==> config.mk <==
export PLATFORM = sky130hd
export DESIGN_NAME = sync_fifo
export DESIGN_NICKNAME = d
export VERILOG_FILES = /design/src/rtl/fifo_pkg.sv /design/src/rtl/sync_fifo_ram.sv /design/src/rtl/sync_fifo.sv
export SDC_FILE = /design/constraint.sdc
export NUM_CORES = 1
export LEC_CHECK = 0
export CAP_MARGIN = 0
export CORE_ASPECT_RATIO = 2
export CORE_UTILIZATION = 56
export DETAILED_ROUTE_END_ITERATION = 12
export PLACE_DENSITY = 0.77
export SYNTH_ARGS = -nofsm -noshare
export SYNTH_HDL_FRONTEND = slang
export SYNTH_SLANG_ARGS = --single-unit
==> constraint.sdc <==
create_clock -name clk -period 3.7 [get_ports clk]
set_input_delay 0.37 -clock clk [delete_from_list [all_inputs] [get_ports clk]]
set_output_delay 0.37 -clock clk [all_outputs]
set_load 0.005 [all_outputs]
==> src/rtl/fifo_pkg.sv <==
// Shared definitions for the synchronous FIFO: pointer sizing and read-mode selectors.
package fifo_pkg;

  localparam int MODE_REG  = 0;
  localparam int MODE_FWFT = 1;

  // One extra pointer bit distinguishes full from empty when the low bits match.
  function automatic int ptr_width(input int depth);
    return $clog2(depth) + 1;
  endfunction

endpackage

==> src/rtl/sync_fifo_ram.sv <==
// DEPTH x D_WIDTH storage with one write port and one registered read port.
module sync_fifo_ram #(
  parameter int DEPTH   = 8,
  parameter int D_WIDTH = 8,
  parameter int AW      = $clog2(DEPTH)
) (
  input  logic               clk,
  input  logic               reset_n,
  input  logic               wr_en,
  input  logic [AW-1:0]      wr_addr,
  input  logic [D_WIDTH-1:0] wr_data,
  input  logic               rd_en,
  input  logic [AW-1:0]      rd_addr,
  output logic [D_WIDTH-1:0] rd_data
);

  logic [D_WIDTH-1:0] mem [DEPTH];

  always_ff @(posedge clk) begin
    if (wr_en) begin
      mem[wr_addr] <= wr_data;
    end
  end

  // Only the read register is cleared; array contents survive reset.
  always_ff @(posedge clk) begin
    if (!reset_n) begin
      rd_data <= '0;
    end else if (rd_en) begin
      rd_data <= mem[rd_addr];
    end
  end

endmodule

==> src/rtl/sync_fifo.sv <==
// Synchronous FIFO: pointers, occupancy count, status/sticky flags and the read output stage.
module sync_fifo
  import fifo_pkg::*;
#(
  parameter int DEPTH    = 8,
  parameter int D_WIDTH  = 8,
  parameter int AF_LEVEL = DEPTH - 2,
  parameter int AE_LEVEL = 2,
  parameter int FWFT     = MODE_REG
) (
  input  logic                 clk,
  input  logic                 reset_n,
  input  logic                 w_en,
  input  logic [D_WIDTH-1:0]   wr_data,
  input  logic                 r_en,
  input  logic                 err_clr,
  output logic [D_WIDTH-1:0]   rd_data,
  output logic                 rd_valid,
  output logic                 full,
  output logic                 empty,
  output logic                 almost_full,
  output logic                 almost_empty,
  output logic [$clog2(DEPTH):0] count,
  output logic                 overflow,
  output logic                 underflow
);

  localparam int AW = $clog2(DEPTH);
  localparam int PW = ptr_width(DEPTH);
  localparam logic [PW-1:0] ONE     = PW'(1);
  localparam logic [PW-1:0] DEPTH_C = PW'(DEPTH);
  localparam logic [PW-1:0] AF_C    = PW'(AF_LEVEL);
  localparam logic [PW-1:0] AE_C    = PW'(AE_LEVEL);

  // Handshake: w_en and r_en are requests sampled on the rising edge. A write
  // is taken when not full, or when full and paired with a taken read; a read
  // is taken when not empty. A refused request sets overflow/underflow.
  // rd_valid qualifies rd_data: registered mode pulses it one cycle after a
  // taken read; FWFT mode holds it while the FIFO is non-empty, with r_en
  // acknowledging the presented head word.
  logic [PW-1:0]      wr_ptr, rd_ptr, wr_ptr_n, rd_ptr_n, count_q;
  logic               wr_acc, rd_acc;
  logic               ram_rd_en;
  logic [AW-1:0]      ram_rd_addr;
  logic [D_WIDTH-1:0] ram_q;

  assign empty        = (count_q == '0);
  assign full         = (count_q == DEPTH_C);
  assign almost_full  = (count_q >= AF_C);
  assign almost_empty = (count_q <= AE_C);
  assign count        = count_q;

  assign rd_acc = reset_n && r_en && !empty;
  assign wr_acc = reset_n && w_en && (!full || rd_acc);

  always_comb begin
    wr_ptr_n = wr_ptr;
    rd_ptr_n = rd_ptr;
    if (wr_acc) wr_ptr_n = wr_ptr + ONE;
    if (rd_acc) rd_ptr_n = rd_ptr + ONE;
  end

  // count is registered from the next pointers, so it always equals their modular difference.
  always_ff @(posedge clk) begin
    if (!reset_n) begin
      wr_ptr    <= '0;
      rd_ptr    <= '0;
      count_q   <= '0;
      overflow  <= 1'b0;
      underflow <= 1'b0;
    end else begin
      wr_ptr  <= wr_ptr_n;
      rd_ptr  <= rd_ptr_n;
      count_q <= wr_ptr_n - rd_ptr_n;
      if (w_en && !wr_acc) overflow <= 1'b1;
      else if (err_clr)    overflow <= 1'b0;
      if (r_en && !rd_acc) underflow <= 1'b1;
      else if (err_clr)    underflow <= 1'b0;
    end
  end

  sync_fifo_ram #(
    .DEPTH   (DEPTH),
    .D_WIDTH (D_WIDTH),
    .AW      (AW)
  ) u_ram (
    .clk     (clk),
    .reset_n (reset_n),
    .wr_en   (wr_acc),
    .wr_addr (wr_ptr[AW-1:0]),
    .wr_data (wr_data),
    .rd_en   (ram_rd_en),
    .rd_addr (ram_rd_addr),
    .rd_data (ram_q)
  );

  if (FWFT == MODE_FWFT) begin : g_fwft
    logic               bypass_sel;
    logic [D_WIDTH-1:0] bypass_q;

    // The RAM prefetches the next head. A write landing on that address only
    // happens when it becomes the sole entry, and the RAM would return stale
    // data for it, so the written word is forwarded instead.
    assign ram_rd_en   = 1'b1;
    assign ram_rd_addr = rd_ptr_n[AW-1:0];

    always_ff @(posedge clk) begin
      if (!reset_n) begin
        bypass_sel <= 1'b0;
        bypass_q   <= '0;
      end else begin
        bypass_sel <= wr_acc && (wr_ptr[AW-1:0] == rd_ptr_n[AW-1:0]);
        if (wr_acc) bypass_q <= wr_data;
      end
    end

    assign rd_data  = bypass_sel ? bypass_q : ram_q;
    assign rd_valid = !empty;
  end else begin : g_reg
    logic reg_valid;

    assign ram_rd_en   = rd_acc;
    assign ram_rd_addr = rd_ptr[AW-1:0];

    always_ff @(posedge clk) begin
      if (!reset_n) reg_valid <= 1'b0;
      else          reg_valid <= rd_acc;
    end

    assign rd_data  = ram_q;
    assign rd_valid = reg_valid;
  end

endmodule

==> results of run 1 <==
## layout by cell type, fill, tap and decap left out, types with 5 or more instances in the layout
| cell type | n |
|---|---|
| mux4_2 | 16 |
| nand2_1 | 6 |
| nor2b_1 | 11 |
| edfxtp_1 | 64 |
| o21ai_0 | 9 |
| mux2i_1 | 10 |
| buf_4 | 9 |
| dfxtp_1 | 23 |
| a21oi_1 | 11 |
| ha_1 | 5 |
| clkdlybuf4s50_1 | 31 |
| nor3_1 | 5 |
| clkbuf_16 | 9 |
## synth_stat cells, drive strengths merged, types with 2 or more instances
library cell  number
nor4               2
o211ai             2
mux2i             10
inv                4
ha                 5
nand2b             2
nor2b             11
buf                6
nor2               4
clkbuf             3
and2               5
o21ai              9
nand2              6
a21oi             11
edfxtp            64
xnor2              4
xor2               4
nor3               5
mux4              16
dfxtp             23
## per-layer routing
metal | vias to the layer above | track usage, %
met4 | 0 | 9.76
li1 | 861 | -
met1 | 934 | 24.5
met2 | 55 | 39.5
met5 | - | 0
met3 | 9 | 6.91
## logic make-up (layout without fill, tap and decap cells)
logic type | after synthesis | in the layout | share of synthesized area (%)
simple gates | 38 | 38 | 6.32
compound gates | 25 | 25 | 4.27
mux | 27 | 27 | 13.8
flops | 87 | 87 | 69.5
xor+xnor | 8 | 8 | 2.05
buf+inv | 13 | 60 | 1.64
fa+ha+maj | 6 | 6 | 2.41
## final cells by class
| class | instances | area share (%) |
|---|---|---|
| well taps | 63 | 1.92 |
| clock inverters | 4 | 0.548 |
| inverters | 4 | 0.366 |
| multi-input cells | 104 | 24.2 |
| clock buffers | 12 | 5.76 |
| flip-flops and latches | 87 | 58.0 |
| repair buffers | 40 | 9.20 |
## worst max-delay path, stage by stage (launching register included)
cell     delay, ns
dfxtp_1       0.34
nor4_1        0.61
nor2_1        0.11
buf_4         0.23
nand2_1       0.10
xor2_1        0.21
ha_1          0.30
a21oi_1       0.15
o21ai_0       0.11
xnor2_1       0.16
mux2_2        0.34
## power by group through the flow
| stage | clock, mW | sequential, mW | combinational, mW |
|---|---|---|---|
| detailed placement | 0 | 1.14 | 0.322 |
| floorplan | 0 | 1.14 | 0.170 |
| global route | 0.837 | 1.12 | 0.350 |
| global placement | 0 | 1.14 | 0.319 |
| CTS | 0.794 | 1.12 | 0.323 |
| finish | 0.787 | 1.12 | 0.318 |
## flip-flops by register name (all words and copies together), names as in the netlist
signal	count
u_ram.mem	64
rd_valid	1
count	4
u_ram.rd_data	8
underflow	1
rd_ptr	4
wr_ptr	4
overflow	1
## how the worst max path moves through the flow
| stage | endpoint |
|---|---|
| after floorplan | count[3] |
| after global placement | count[3] |
| after detailed placement | count[3] |
| after CTS | count[3] |
| after global routing | count[3] |
| final | count[3] |
==> reports/results.ini, run 1 <==
[sta]
rsz0062_at_grt = no
finalHoldViolations = 0
fin_crit_ns = 2.77
fin_ws_ns = 0.929
hold_slack_ns = 0.550
fin_tns_setup_ns = 0
max_slew_margin_pct = 38.5
min_period_over_period_pct = 74.9
fmax_ghz = 0.361
worst_slew_pin_slew_ns = 0.919
finalClockSkew_ns = 0.00415
setup_viol = 0
maxSlewViolCount = 0

[route]
wirelength_um = 6190
post_drt_via_cell_ratio = 5.92
m1WireLength_um = 2350
wl_met3_um = 283
top_layer = met4
drt-initial-drc-count = 116
drtPass1Iterations = 8
ant_nets = 0
post_drt_wl_per_cell_um = 19.7
met2WireLength_um = 3430
vias = 1859
drc = 3

[synth]
ys.flop_type = edfxtp_1
synthTopCellsByArea = edfxtp_1, dfxtp_1, mux4_2, mux2i_1, nor2b_1
synth-edff-count = 64
synthArstFlopShare_pct = 0
synth_area_per_cell_um2 = 16.8
synth_cell_types = 32
synth_seq_cells = 87
synth_top_area_cell = edfxtp_1
synthCells = 204
synth_nets = 223
synth_top_area_share_pct = 56.1
synth.yosys.seq_area_share_pct = 69.5
ys_warn_count = 0
synth_area_mm2 = 0.00343

[setup_path]
r2r_slack_ns = 0.93
cp-start-kind = register
critPathMaxFanout = 20
critPathCaptureType = register
arrival_ns = 3.00
timing.critical_path.from = count[1]
reg2reg_depth = 10
crit_required_ns = 3.93
regToRegEndpoint = count[3]
r2r-start = count[1]
worst-setup-path-type = reg2reg

[power]
power.static_leakage_nw = 1.39
power.density_mw_per_mm2 = 542
power_mw = 2.22
peakVddDrop_v = 0.000458
p_comb_share_pct = 14.3
switching_share_pct = 22.5
p_seq_share_pct = 50.3
p_clk_share_pct = 35.4
internal_power_mw = 1.72
switchingPower_mw = 0.501

[finish]
drive_gt1_share_pct = 16.7
final_core_util_pct = 68.9
antenna_cells = 0
layout.nets = 265
nFillCells = 399
instances_no_fill = 314
syn_to_final_growth_pct = 19.9
multi_input_area_um2 = 993
final_area_mm2 = 0.00411
ff_latch_area_mm2 = 0.00238

[clock_network]
ctsLongestPathBuffers = 2
cts_root_buffer = clkbuf_16
postCtsSetupRepairBufs = 0
clkTransAtPathRegs_ns = 0.06
cts_buffers = 9
htreeDepth = 3
clk_latency_ns = 0.34
hold_buffers = 0
tritoncts = built
cts_sinks = 87
cts_resized = 0

[min_path]
hold_depth = 2
hp-class = reg2reg
hold_path_startpoint = u_ram.rd_data[2]
hold_path_end = u_ram.rd_data[2]

[placement]
placed_cell_area_mm2 = 0.00385
dpl_worst_slack_ns = 0.813
hpwl_um = 4020
port_buffers = 31
dpl.cell_count = 298
place_congestion = 0.755

[grt]
grt_antenna_before_repair = 0
grt_usage_pct = 22.5
grt_max_degree = 21
grt_pass1_vias = 1884
grt_pass1_wl_um = 9890
grt_overflow = 0

[floorplan]
die_area_mm2 = 0.00645
ioPinCount = 32
start_util_pct = 57.5
fp.coreArea_mm2 = 0.00596
dieHeight_um = 113
rows = 40
die_w_um = 57.3

[run]
drv_cap = 0

[outcome]
violations = DRC
status = finished with violations

Power figures use the tool's default switching activity.
==> inputs of run 2 (changes only) <==
--- a/config.mk
+++ b/config.mk
@@ -7,9 +7,9 @@
 export LEC_CHECK = 0
 export CAP_MARGIN = 0
 export CORE_ASPECT_RATIO = 2
-export CORE_UTILIZATION = 56
+export CORE_UTILIZATION = 51
 export DETAILED_ROUTE_END_ITERATION = 12
-export PLACE_DENSITY = 0.77
+export PLACE_DENSITY = 0.74
 export SYNTH_ARGS = -nofsm -noshare
 export SYNTH_HDL_FRONTEND = slang
 export SYNTH_SLANG_ARGS = --single-unit
==> constraint.sdc (replaced) <==
create_clock -name clk -period 2.5 [get_ports clk]
set_input_delay 0.25 -clock clk [delete_from_list [all_inputs] [get_ports clk]]
set_output_delay 0.25 -clock clk [all_outputs]
set_load 0.005 [all_outputs]
==> reports/results.ini, run 2 (synthesis results as in run 1) <==
[outcome]
status = finished, final reports clean

[sta]
worst_slew_pin_slew_ns = 0.507
rsz0062_at_grt = yes
hold_slack_ns = 0.544
max_slew_margin_pct = 66.2
maxSlewViolCount = 0
fmax_ghz = 0.415
finalClockSkew_ns = 0.0114
min_period_over_period_pct = 96.3
setup_viol = 0
finalHoldViolations = 0
fin_crit_ns = 2.41

[setup_path]
crit_path_cell_trace = or4b_4 -> o211a_4 -> nand2_2 -> xnor2_2 -> ha_4 -> a21oi_2 -> o21ai_2 -> xnor2_1 -> mux2_2
crit_required_ns = 2.72
critPathCaptureType = register
slowest_delay_ns = 0.53
arrival_ns = 2.62
reg2reg_depth = 9
critPathSlowestCell = or4b_4
timing.critical_path.from = count[0]
worst-setup-path-type = reg2reg
regToRegEndpoint = count[3]
r2r-start = count[0]
r2r_slack_ns = 0.09
cp-start-kind = register
critPathMaxFanout = 4

[grt]
grt_max_degree = 25
grt_overflow = 0
grt_usage_pct = 21.2
grt_antenna_before_repair = 0
grt_pass1_wl_um = 10100
grt_pass1_vias = 1983

[finish]
top_regs = u_ram.mem: 64 flops, u_ram.rd_data: 8 flops
largest_reg_flops = 64
regMostFlops = u_ram.mem
final_common_cell = edfxtp_1
nFillCells = 452
layout_common_cells = edfxtp_1, clkdlybuf4s50_1, buf_4, dfxtp_1, mux4_2
drive_gt1_share_pct = 27.0
layout.nets = 281
syn_to_final_growth_pct = 26.3
antenna_cells = 0

[run]
drv_cap = 0

[power]
peakVddDrop_v = 0.000580
switching_share_pct = 22.4
p_comb_share_pct = 15.7
power_mw = 3.39
internal_power_mw = 2.63
p_clk_share_pct = 35.6
power.density_mw_per_mm2 = 783
p_seq_share_pct = 48.8
power.static_leakage_nw = 1.50
switchingPower_mw = 0.759

[floorplan]
die_area_mm2 = 0.00707
dieHeight_um = 118
die_w_um = 60.0
rows = 41
ioPinCount = 32
fp.coreArea_mm2 = 0.00641
start_util_pct = 53.4

[placement]
hpwl_um = 4300
place_congestion = 0.808
port_buffers = 31

[route]
ant_nets = 0
vias = 1917
post_drt_wl_per_cell_um = 18.2
drt-initial-drc-count = 106
wirelength_um = 6410
drc = 0
drtPass1Iterations = 4
post_drt_via_cell_ratio = 5.43

[clock_network]
ctsLongestPathBuffers = 2
cts_root_buffer = clkbuf_16
tritoncts = built
clkTransAtPathRegs_ns = 0.06
cts_buffers = 9
cts_sinks = 87
htreeDepth = 3
clk_latency_ns = 0.34

[min_path]
hold_path_end = u_ram.rd_data[1]
hold_path_startpoint = u_ram.rd_data[1]
hp-class = reg2reg
hold_depth = 2

run 2: stage by stage:
| step | utilization (%) | cells | cell area (µm²) | setup TNS (ns) | worst slack (ns) |
|---|---|---|---|---|---|
| after global routing | 67.5 | 353 | 4330 | -0.0225 | -0.0225 |
| final | 67.5 | 353 | 4330 | 0 | 0.0914 |
| after detailed placement | 62.4 | 336 | 4000 | -0.0240 | -0.0240 |
| after global placement | 62.4 | 336 | 4000 | -0.0191 | -0.0191 |
| after CTS | 67.0 | 353 | 4300 | 0 | 0.000644 |
| after floorplan | - | 204 | 3450 | 0 | 0.00925 |
run 2: critical path, delay by kind of cell (launching register included):
| family | cells | cell delay [ns] |
|---|---|---|
| flip-flops | 1 | 0.33 |
| AND/OR/NAND/NOR | 2 | 0.62 |
| XOR/XNOR | 2 | 0.30 |
| multiplexers | 1 | 0.34 |
| AO/OA/AOI/OAI | 3 | 0.46 |
| adder cells (fa/ha/maj) | 1 | 0.25 |
run 2: routing by layer:
| layer | GRT usage, % | routed length [µm] | up-vias |
|---|---|---|---|
| met5 | 0 | 0 | - |
| met4 | 15.3 | 233 | 0 |
| met3 | 4.95 | 174 | 15 |
| met2 | 35.0 | 3660 | 44 |
| met1 | 22.5 | 2340 | 961 |
| li1 | - | - | 897 |
run 2: worst max-delay path by stage:
| stage | end | slack, ns | depth (start not counted) |
|---|---|---|---|
| floorplan | count[3] | 0.009 | 9 |
| global placement | count[3] | -0.02 | 9 |
| detailed placement | count[3] | -0.02 | 9 |
| CTS | count[3] | 0.0006 | 9 |
| global route | count[3] | -0.02 | 10 |
| finish | count[3] | 0.09 | 9 |
run 2: area by class of cell:
cell class | count | area (µm²) | area share [%]
Sequential cell | 87 | 2380 | 55.1
Multi-Input combinational cell | 104 | 1050 | 24.2
Timing Repair Buffer | 56 | 498 | 11.5
Clock buffer | 11 | 243 | 5.61
Tap cell | 86 | 108 | 2.49
Clock inverter | 5 | 32.5 | 0.752
Inverter | 4 | 15.0 | 0.347
run 2: repair_timing:
| action | CTS | global route |
|---|---|---|
| pin swaps | 5 | 3 |
| setup endpoints to repair | 1 | 2 |
| hold buffers | 0 | 0 |
| resized for setup | 5 | 5 |
| buffers inserted | 1 | 0 |
| endpoints found under the hold margin | 0 | 0 |
run 2: power by group through the flow:
stage / Clock, mW / Sequential [mW] / Combinational (mW)
finish: 1.20 / 1.65 / 0.531
global route: 1.30 / 1.66 / 0.579
CTS: 1.24 / 1.65 / 0.531
detailed placement: 0 / 1.68 / 0.527
global placement: 0 / 1.68 / 0.516
floorplan: 0 / 1.68 / 0.259
==> RTL edit, RTL diff (flow settings as in run 1) <==
`DEPTH` is set to 8 in 2 places; all go to 4.
--- a/src/rtl/sync_fifo_ram.sv
+++ b/src/rtl/sync_fifo_ram.sv
@@ -1,5 +1,5 @@
 // DEPTH x D_WIDTH storage with one write port and one registered read port.
 module sync_fifo_ram #(
-  parameter int DEPTH   = 8,
+  parameter int DEPTH   = 4,
   parameter int D_WIDTH = 8,
   parameter int AW      = $clog2(DEPTH)
--- a/src/rtl/sync_fifo.sv
+++ b/src/rtl/sync_fifo.sv
@@ -3,5 +3,5 @@
   import fifo_pkg::*;
 #(
-  parameter int DEPTH    = 8,
+  parameter int DEPTH    = 4,
   parameter int D_WIDTH  = 8,
   parameter int AF_LEVEL = DEPTH - 2,
Ports: changed (resized count); port bits go from 32 to 31. No check against the original RTL was run, so the function may have changed too.
==> RTL edit against run 1 <==
- synthesized area shrank 40%
- utilization rose by 3.6 points
- total power fell by 48%
- die area fell by 39%
- cell area shrank 39%
- setup slack improved by 0.18 ns
- via count down 38%
- non-clock buffer count decreased by 8
- wire length is 47% lower
- sequential cell count fell by 35
- clock skew up 0.0032 ns
- critical path type is now input port to flop
- highest routed layer unchanged
==> RTL edit: results (changes against run 1) <==
Place
  • Placer Congestion: 0.778 (was 0.755)
  • Pre-CTS worst setup slack: 0.809 ns (was 0.813 ns)
  • Total half-perimeter wirelength after legalization and detailed placement: 2.42 mm (was 4.02 mm)
  • Placed Instance Area: 2410 um^2 (was 3850 um^2)
  • Number of port buffers: 30 (was 31)

Clocking
  • Worst-Skew Late Latency: 0.30 ns (was 0.34 ns)
  • Number of clock sinks: 52 (was 87)
  • Number of buffers created by CTS: 5 (was 9)
  • Clock-pin slew reported for the worst setup and hold paths after clock tree synthesis: 0.09 ns (was 0.06 ns)
  • CTS root buf: sky130_fd_sc_hd__clkbuf_8 (was sky130_fd_sc_hd__clkbuf_16)
  • H-tree depth: 2 (was 3)

Cells and area
  • Registers with the highest flip-flop counts: u_ram.mem x32, u_ram.rd_data x8 (was u_ram.mem x64, u_ram.rd_data x8)
  • Sequential cell area: 1360 um^2 (was 2380 um^2)
  • Non-clock buffer count in the final layout: 32 (was 40)
  • Number of clock-tree buffers in the layout: 7 (was 12)
  • Sequential share of cell area: 54.3% (was 58.0%)
  • Layout non-clock buf frac: 12.6% (was 9.20%)

Global route
  • Number of global-route vias before repair: 1231 (was 1884)
  • Wire length of the first global-routing pass: 5.50 mm (was 9.89 mm)

Detailed routing
  • Number of DRC markers after the initial detailed-route iteration: 12 (was 116)
  • Routed length per instance: 14.7 um (was 19.7 um)

Synthesis
  • EDFF count, synth: 32 (was 64)
  • Cell types occupying the most area after synthesis: sky130_fd_sc_hd__edfxtp_1, sky130_fd_sc_hd__dfxtp_1, sky130_fd_sc_hd__mux4_2, sky130_fd_sc_hd__ha_1, sky130_fd_sc_hd__nand2_1 (was sky130_fd_sc_hd__edfxtp_1, sky130_fd_sc_hd__dfxtp_1, sky130_fd_sc_hd__mux4_2, sky130_fd_sc_hd__mux2i_1, sky130_fd_sc_hd__nor2b_1)
  • Portion of the post-synthesis area used by sequential elements: 66.1% (was 69.5%)
  • Synthesized instance count: 140 (was 204)
  • Mapped Nets: 160 (was 223)
  • Count of different cell masters after synthesis: 30 (was 32)
  • Top cells by instance count after synthesis: sky130_fd_sc_hd__edfxtp_1, sky130_fd_sc_hd__dfxtp_1, sky130_fd_sc_hd__nand2_1 (was sky130_fd_sc_hd__edfxtp_1, sky130_fd_sc_hd__dfxtp_1, sky130_fd_sc_hd__mux4_2)

STA
  • Worst clock skew: 0.00734 ns (was 0.00415 ns)
  • Crit share post-route: 69.9% (was 74.9%)
  • Worst hold slack: 0.465 ns (was 0.550 ns)

Worst setup path
  • Worst Reg-to-Reg Cells: 9 (was 10)
  • Reg-to-reg slack, setup: 1.34 ns (was 0.93 ns)
  • Worst Path Max Fanout: 5 (was 20)
  • Critical Path Slowest Stage Cell: sky130_fd_sc_hd__clkdlybuf4s50_1 (was sky130_fd_sc_hd__nor4_1)

Status
  • Outcome: finished, final reports clean (was finished with violations)

Pwr
  • Logic power comb: 0.162 mW (was 0.318 mW)
  • Fraction of power spent switching nets: 22.6% (was 22.5%)
  • Power dissipated in the clock network: 0.328 mW (was 0.787 mW)

Floorplan
  • Num rows: 30 (was 40)
-- RTL edit: cell types whose count changed in the layout (fill, tap and decap cells not counted), moves of 6 or more --
cell,delta
sky130_fd_sc_hd__clkbuf_8,+6
sky130_fd_sc_hd__nor2b_1,-6
sky130_fd_sc_hd__nand2_1,+12
sky130_fd_sc_hd__clkbuf_16,-9
sky130_fd_sc_hd__mux2i_1,-8
sky130_fd_sc_hd__mux4_2,-8
sky130_fd_sc_hd__buf_4,-7
sky130_fd_sc_hd__a21oi_1,-9
sky130_fd_sc_hd__edfxtp_1,-32
-- RTL edit: layer usage --
layer  wire, um  global-route usage, %
met5          0                      0
met4         56                   7.71
met3        147                   6.60
met2       1800                   35.3
met1       1260                   21.9
-- RTL edit: kinds of logic after synthesis --
logic type,count (synthesis),synth area share (%)
flip-flops,52,66.1
AO/OA/AOI/OAI,14,3.89
buffers and inverters,10,2.00
adder cells (fa/ha/maj),7,4.61
AND/OR/NAND/NOR,41,11.1
multiplexers,11,10.3
XOR/XNOR,5,2.12
